## config.mk

```make
export PLATFORM = sky130hd
export DESIGN_NAME = sid_reg_writer
export DESIGN_NICKNAME = d
export VERILOG_FILES = /design/src/rtl/sid_reg_writer.sv
export SDC_FILE = /design/constraint.sdc
export NUM_CORES = 1
export LEC_CHECK = 0
export BUFFER_PORTS_ARGS = -buffer_cell sky130_fd_sc_hd__buf_2
export CORE_MARGIN = 3
export CORE_UTILIZATION = 37
export CTS_BUF_LIST = sky130_fd_sc_hd__clkbuf_2
export CTS_CLUSTER_DIAMETER = 40
export DETAILED_ROUTE_END_ITERATION = 6
export PLACE_DENSITY = 0.6
export SLEW_MARGIN = 20
export SYNTH_ARGS = -nofsm -noshare
export SYNTH_HDL_FRONTEND = slang
export SYNTH_SLANG_ARGS = --single-unit
```

## constraint.sdc

```tcl
create_clock -name clk -period 3.64 [get_ports clk]
set_clock_uncertainty 0.15 [all_clocks]
set_input_delay 0.728 -clock clk [delete_from_list [all_inputs] [get_ports clk]]
set_output_delay 0.728 -clock clk [all_outputs]
set_load 0.005 [all_outputs]
```

## src/rtl/sid_reg_writer.sv

```systemverilog
// sid_reg_writer: queues host register-write and delay commands and replays
// them into the SID core at the SID tick rate (one command per ce_1m tick).
// Optional feature: define SID_REG_WRITER_SHADOW_EN to keep a readable shadow
// copy of the 25 real SID registers; without it rd_data reads as 0x00.
module sid_reg_writer #(
    parameter int FIFO_DEPTH = 8
) (
    input  logic                          clk,
    input  logic                          reset,
    input  logic                          ce_1m,
    input  logic                          cmd_valid,
    output logic                          cmd_ready,
    input  logic                          cmd_wait,
    input  logic [4:0]                    cmd_addr,
    input  logic [7:0]                    cmd_data,
    output logic                          sid_we,
    output logic [4:0]                    sid_addr,
    output logic [7:0]                    sid_data,
    output logic                          busy,
    output logic [$clog2(FIFO_DEPTH):0]   fifo_level,
    input  logic [4:0]                    rd_addr,
    output logic [7:0]                    rd_data
);

    localparam int PTR_W = $clog2(FIFO_DEPTH);
    localparam int LVL_W = PTR_W + 1;
    localparam logic [4:0] LAST_REG = 5'h18;

    typedef enum logic {
        IDLE,
        WAIT
    } state_t;

    state_t             state;
    state_t             state_next;
    logic [13:0]        fifo_mem [FIFO_DEPTH];
    logic [PTR_W-1:0]   wr_ptr;
    logic [PTR_W-1:0]   rd_ptr;
    logic [LVL_W-1:0]   count;
    logic [7:0]         delay_cnt;
    logic [7:0]         delay_cnt_next;
    logic               push;
    logic               pop;
    logic               issue_write;
    logic               head_wait;
    logic [4:0]         head_addr;
    logic [7:0]         head_data;

    assign cmd_ready  = (count != LVL_W'(FIFO_DEPTH));
    assign push       = cmd_valid && cmd_ready;
    assign {head_wait, head_addr, head_data} = fifo_mem[rd_ptr];
    assign fifo_level = count;
    assign busy       = (count != '0) || (state != IDLE);

    // Command storage; an entry is only written when the host handshake completes
    always_ff @(posedge clk) begin
        if (push && !reset) begin
            fifo_mem[wr_ptr] <= {cmd_wait, cmd_addr, cmd_data};
        end
    end

    // FIFO pointers and occupancy; pointers wrap naturally at a power-of-two depth
    always_ff @(posedge clk) begin
        if (reset) begin
            wr_ptr <= '0;
            rd_ptr <= '0;
            count  <= '0;
        end else begin
            if (push) begin
                wr_ptr <= wr_ptr + PTR_W'(1);
            end
            if (pop) begin
                rd_ptr <= rd_ptr + PTR_W'(1);
            end
            case ({push, pop})
                2'b10:   count <= count + LVL_W'(1);
                2'b01:   count <= count - LVL_W'(1);
                default: count <= count;
            endcase
        end
    end

    // State register and delay counter
    always_ff @(posedge clk) begin
        if (reset) begin
            state     <= IDLE;
            delay_cnt <= 8'd0;
        end else begin
            state     <= state_next;
            delay_cnt <= delay_cnt_next;
        end
    end

    // Pop decision and delay sequencing; the FIFO count seen here is the
    // pre-edge occupancy, so a command pushed on this tick waits for the next
    always_comb begin
        state_next     = state;
        delay_cnt_next = delay_cnt;
        pop            = 1'b0;
        issue_write    = 1'b0;
        case (state)
            IDLE: begin
                if (ce_1m && (count != '0)) begin
                    pop = 1'b1;
                    if (!head_wait) begin
                        issue_write = 1'b1;
                    end else if (head_data != 8'd0) begin
                        state_next     = WAIT;
                        delay_cnt_next = head_data;
                    end
                end
            end
            WAIT: begin
                if (ce_1m) begin
                    delay_cnt_next = delay_cnt - 8'd1;
                    if (delay_cnt <= 8'd1) begin
                        delay_cnt_next = 8'd0;
                        state_next     = IDLE;
                    end
                end
            end
            default: begin
                state_next = IDLE;
            end
        endcase
    end

    // SID write port: one-clock strobe, address/data held until the next write
    always_ff @(posedge clk) begin
        if (reset) begin
            sid_we   <= 1'b0;
            sid_addr <= 5'h00;
            sid_data <= 8'h00;
        end else begin
            sid_we <= issue_write;
            if (issue_write) begin
                sid_addr <= head_addr;
                sid_data <= head_data;
            end
        end
    end

`ifdef SID_REG_WRITER_SHADOW_EN
    logic [7:0] shadow [25];

    // Shadow copy of the real SID registers, updated on the same edge as sid_we
    always_ff @(posedge clk) begin
        if (reset) begin
            for (int i = 0; i < 25; i++) begin
                shadow[i] <= 8'h00;
            end
        end else if (issue_write && (head_addr <= LAST_REG)) begin
            shadow[head_addr] <= head_data;
        end
    end

    // Registered readback; addresses beyond the real register set read as zero
    always_ff @(posedge clk) begin
        if (reset) begin
            rd_data <= 8'h00;
        end else if (rd_addr <= LAST_REG) begin
            rd_data <= shadow[rd_addr];
        end else begin
            rd_data <= 8'h00;
        end
    end
`else
    logic unused_rd_addr;

    assign unused_rd_addr = ^rd_addr;
    assign rd_data        = 8'h00;
`endif

endmodule
```

# == Word level (Yosys, flattened, before mapping) ==
# Memory sizes are Yosys's and may differ from the RTL's. A register that Yosys moved wholly into a read port is not among the register bits.
# Cells that the tools add are included.
# totals
mem_bits_rw,112
in_bits,23
wordCells,54
reg_bits,33
mem_count,1
# memory_table
name,depth,width,read_ports,rd_clocked_by_memory_dff,write_ports,line,rtl
fifo_mem,8,14,1,1,1,36,logic [13:0] fifo_mem [FIFO_DEPTH];
# op_classes
reduce_logical,9
n_addsub,5
n_bitwise,1
magnitude_cmp,1
eq_ne,7
n_mux,22
# ops
op,count
8-bit 2-to-1 mux,5
8-bit case mux with 2 select lines,1
1-bit 2-to-1 mux,12
"8-bit by 1-bit <= comparator with 1-bit output, second input constant",1
"2-bit inequality test, second input constant",4
4-bit case mux with 2 select lines,1
8-bit nonzero test,1
"8-bit by 1-bit subtractor with 8-bit output, second input constant",1
"3-bit by 1-bit adder with 3-bit output, second input constant",2
3-bit 2-to-1 mux,2
"4-bit by 1-bit adder with 4-bit output, second input constant",1
"4-bit inequality test, second input constant",1
4-bit AND reduction,1
4-bit nonzero test,1
"4-bit by 1-bit subtractor with 4-bit output, second input constant",1
1-bit logical AND,3
"2-bit by 1-bit == test with 1-bit output, second input constant",1
"2-bit == test, second input constant",1
1-bit case mux with 2 select lines,1
2-bit nonzero test,1
1-bit zero test,1
1-bit logical OR,1
1-bit NOT,1

# == Logic depth before layout (Yosys ltp) ==
# depth
word_depth,6
mapped_depth,13

# == Worst setup path after synthesis ==
# OpenSTA, ideal clock, no wires.
# synth_path
path_kind,register to register
start,"reg count[1], in the netlist fifo_level[1]"
end,mem fifo_mem[5][0] (enable)
required_ps,3069
stages_incl_launch_ff,8
path_buffers,2
arrival_ps,2545
path_slack_ps,523
period_less_slack_ps,3117
setup_ps,421
cell_sequence,dfxtp_1 -> clkbuf_1 -> nor3_1 -> nand2_1 -> and2_1 -> clkbuf_1 -> nand2_1 -> nor4_1
# synth_between
elab_chain_len,5
# synth_lines
element,line,rtl
start: declaration,39,logic [LVL_W-1:0] count;
start signal: assignment,76,2'b10: count <= count + LVL_W'(1);
start signal: assignment,77,2'b01: count <= count - LVL_W'(1);
start signal: assignment,78,default: count <= count;
4-bit inequality test,49,assign cmd_ready = (count != LVL_W'(FIFO_DEPTH));
net cmd_ready,12,"output logic cmd_ready,"
1-bit logical AND,50,assign push = cmd_valid && cmd_ready;
1-bit logical AND,57,if (push && !reset) begin
1-bit 2-to-1 mux,57,
1-bit 2-to-1 mux (not written as such),58,"fifo_mem[wr_ptr] <= {cmd_wait, cmd_addr, cmd_data};"
end: declaration,36,
# The timed path passes the listed nets, and every way through them passes these cells.

==> flow_metrics.env <==
export IMPL_reg2regPathDepth=7
export IMPL_rsz0062_at_grt="no"
export IMPL_post_route_period_util_pct=82.4
export IMPL_worstPathCellList="buf_12, mux4_2, mux2i_1, nand4b_1, o21ai_4, a21oi_1, a211oi_2"
export IMPL_post_cts_setup_buffers=0
export IMPL_synth_area_top_cells="edfxtp_1 (56%), dfxtp_1 (12%), mux4_2 (9.0%)"
export IMPL_post_drt_wl_per_cell_um=18.2
export IMPL_peakVddDrop_v=0.000305
export IMPL_htree_levels=4
export IMPL_grt_pass1_wl_um=18500
export IMPL_cts_buffers=17
export IMPL_drt_total_wl_um=11700
export IMPL_fmax_mhz=334
export IMPL_worst_path_buf_inv=1
export IMPL_yosysSeqAreaShare_pct=68.1
export IMPL_clk_pin_slew_ns=0.24
export IMPL_crit_end="delay_cnt[1]"
export IMPL_synth_most_common_cell="edfxtp_1"
export IMPL_clock_path_buffers=2
export IMPL_netlist_area_leader_share_pct=56.1
export IMPL_rr_endpoint="delay_cnt[1]"
export IMPL_die_height_um=133
export IMPL_grtUsageTotal_pct=13.9
export IMPL_tightestPinTransition_ns=0.804
export IMPL_power_total_uw=4460
export IMPL_ys_dominant_reg_cell="edfxtp_1"
export IMPL_drt_drc_violations_left=0
export IMPL_max_cap_violations=0
export IMPL_swShare_pct=30.8
export IMPL_fin_crit_ns=3.00
export IMPL_pre_cts_slack_ns=0.637
export IMPL_fin_tns_setup_ns=0
export IMPL_status="finished, final reports clean"
export IMPL_core_area_mm2=0.0155
export IMPL_synth_seq_cells=148
export IMPL_cts_sinks=148
export IMPL_crit_fanout=15
export IMPL_num_nets_final=449
export IMPL_cp_depth=7
export IMPL_yosys_warnings=0
export IMPL_seqPwrFrac_pct=47.5
export IMPL_yosys_top_cells_count="edfxtp_1 (112), dfxtp_1 (36), nor2_1 (28)"
export IMPL_critPathSlowestCell="dfxtp_2"
export IMPL_antenna_found_initial=0
export IMPL_p_leak_uw=0.00234
export IMPL_critPathMaxStageDelay_ns=0.70
export IMPL_cp_start_kind="flip-flop"
export IMPL_hold_worst_slack_ns=0.124
export IMPL_vias=3269
export IMPL_grt_overflow=0
export IMPL_crit_type="reg -> reg"
export IMPL_synthDistinctLibCells=46
export IMPL_drive_above_1_share_pct=27.3
export IMPL_power_density_mw_per_mm2=658
export IMPL_clock_latency_ns=0.70
export IMPL_cts_resized_gates=0
export IMPL_grt_pass1_vias=3299
export IMPL_cts_hold_buf=0
export IMPL_p_comb_share_pct=27.3
export IMPL_dp_hpwl_um=7090
export IMPL_start_util_pct=38.6
export IMPL_grt_start_max_net_pins=41
export IMPL_io_buffer_count=37
export IMPL_synth_cell_area_mm2=0.00600
export IMPL_setup_ws_ns=0.642
export IMPL_syn_avg_cell_area_um2=16.1
export IMPL_r2r_setup_slack_ns=0.64
export IMPL_synth_largest_area_cell="edfxtp_1"
export IMPL_drt_iter0_markers=259
export IMPL_tritoncts="yes"
export IMPL_cp_required_ns=4.10
export IMPL_cp_end_kind="flip-flop"
export IMPL_hold_class="in -> reg"
export IMPL_setup_viol=0
export IMPL_cts_root_buf="clkbuf_2"
export IMPL_intPower_uw=3080
export IMPL_core_rowCount=45
export IMPL_worstPathArrival_ns=3.46
export IMPL_drtAntennaViolNets=0
export IMPL_synthCells=372
export IMPL_whs_path_depth=1
export IMPL_post_drt_via_cell_ratio=5.08
export IMPL_critical_path_top_delay_family="multiplexers"
export IMPL_fp_dieW_um=133
export IMPL_ioPinCount=51
export IMPL_p_switching_uw=1370
export IMPL_slew_headroom_pct=46.4
export IMPL_dieArea_mm2=0.0178
export IMPL_drv_slew=0
export IMPL_place_congestion=0.819
export IMPL_async_flop_share_pct=0
export IMPL_final_util_pct=43.6
export IMPL_dr_pass1_iters=4
export IMPL_synth_edf_count=112
export IMPL_area_growth_pct=12.8
export IMPL_finalHoldViolCount=0
export IMPL_clkPwrFrac_pct=25.2
-- logic make-up (layout without fill, tap and decap cells) --
family	Yosys count	after routing	share of synthesized area, %
fa+ha+maj	7	7	1.46
xor+xnor	10	10	1.46
mux	45	45	13.6
compound gates	45	45	5.32
other cells	1	9	0.0625
simple gates	82	82	6.86
buf+inv	34	87	3.13
flops	148	148	68.1
-- metal layers --
layer | global-route usage [%] | share of wire, %
met1 | 18.1 | 46
met3 | 4.95 | 5.4
met2 | 21.9 | 48
met4 | 4.11 | 0.86
met5 | 0 | 0
-- stage by stage --
step | cells | instance area, um2
final | 644 | 6770
after global routing | 643 | 6770
after CTS | 643 | 6770
after detailed placement | 611 | 6450
after global placement | 611 | 6450
after floorplan | 379 | 6020
-- registers in the layout (all words and copies together) (netlist names), named ones only --
signal	count
sid_data	8
wr_ptr	3
rd_ptr	3
sid_we	1
fifo_mem	112
fifo_level	4
delay_cnt	8
state	1
sid_addr	5
-- placed cells by master, fill, tap and decap left out, drive strengths merged, types with 3 or more instances in the layout --
cell type and count:
edfxtp 112, buf 48, dfxtp 36, nor2 29, mux4 28, clkbuf 17, mux2i 16, a211oi 15
nor3 14, nand2 13, a21oi 11, inv 10, conb 8, ha 7, nor4 6, xor2 5
xnor2 5, bufinv 5, o21ai 5, clkinv 5, nand2b 4, o22ai 4, and2 3, o21a 3
nand3 3
-- final cells by class --
cell class | count | area (um2)
flip-flops and latches | 148 | 4090
clock inverters | 15 | 228
diodes | 1 | 2.50
clock buffers | 17 | 85.1
multi-input cells | 197 | 1800
repair buffers | 48 | 280
well taps | 211 | 264
fillers | 1403 | 8770
inverters | 7 | 26.3
-- how the worst min path moves through the flow --
stage	from	end	slack, ns
floorplan	rd_ptr[2]	flip-flop	0.33
global placement	sid_data[1]	sid_data[1]	0.32
detailed placement	sid_addr[0]	sid_addr[0]	0.34
CTS	cmd_data[3]	fifo_mem[7][3]	0.04
global route	cmd_data[3]	fifo_mem[6][3]	0.03
finish	cmd_data[3]	fifo_mem[5][3]	0.12
-- power by group through the flow --
stage	Combinational, uW	Clock (uW)	Sequential (uW)
detailed placement	1220	0	2150
global placement	1200	0	2150
finish	1220	1120	2110
floorplan	980	0	2080
CTS	1230	1150	2120
global route	1350	1230	2140
(Power assumes the default switching activity.)
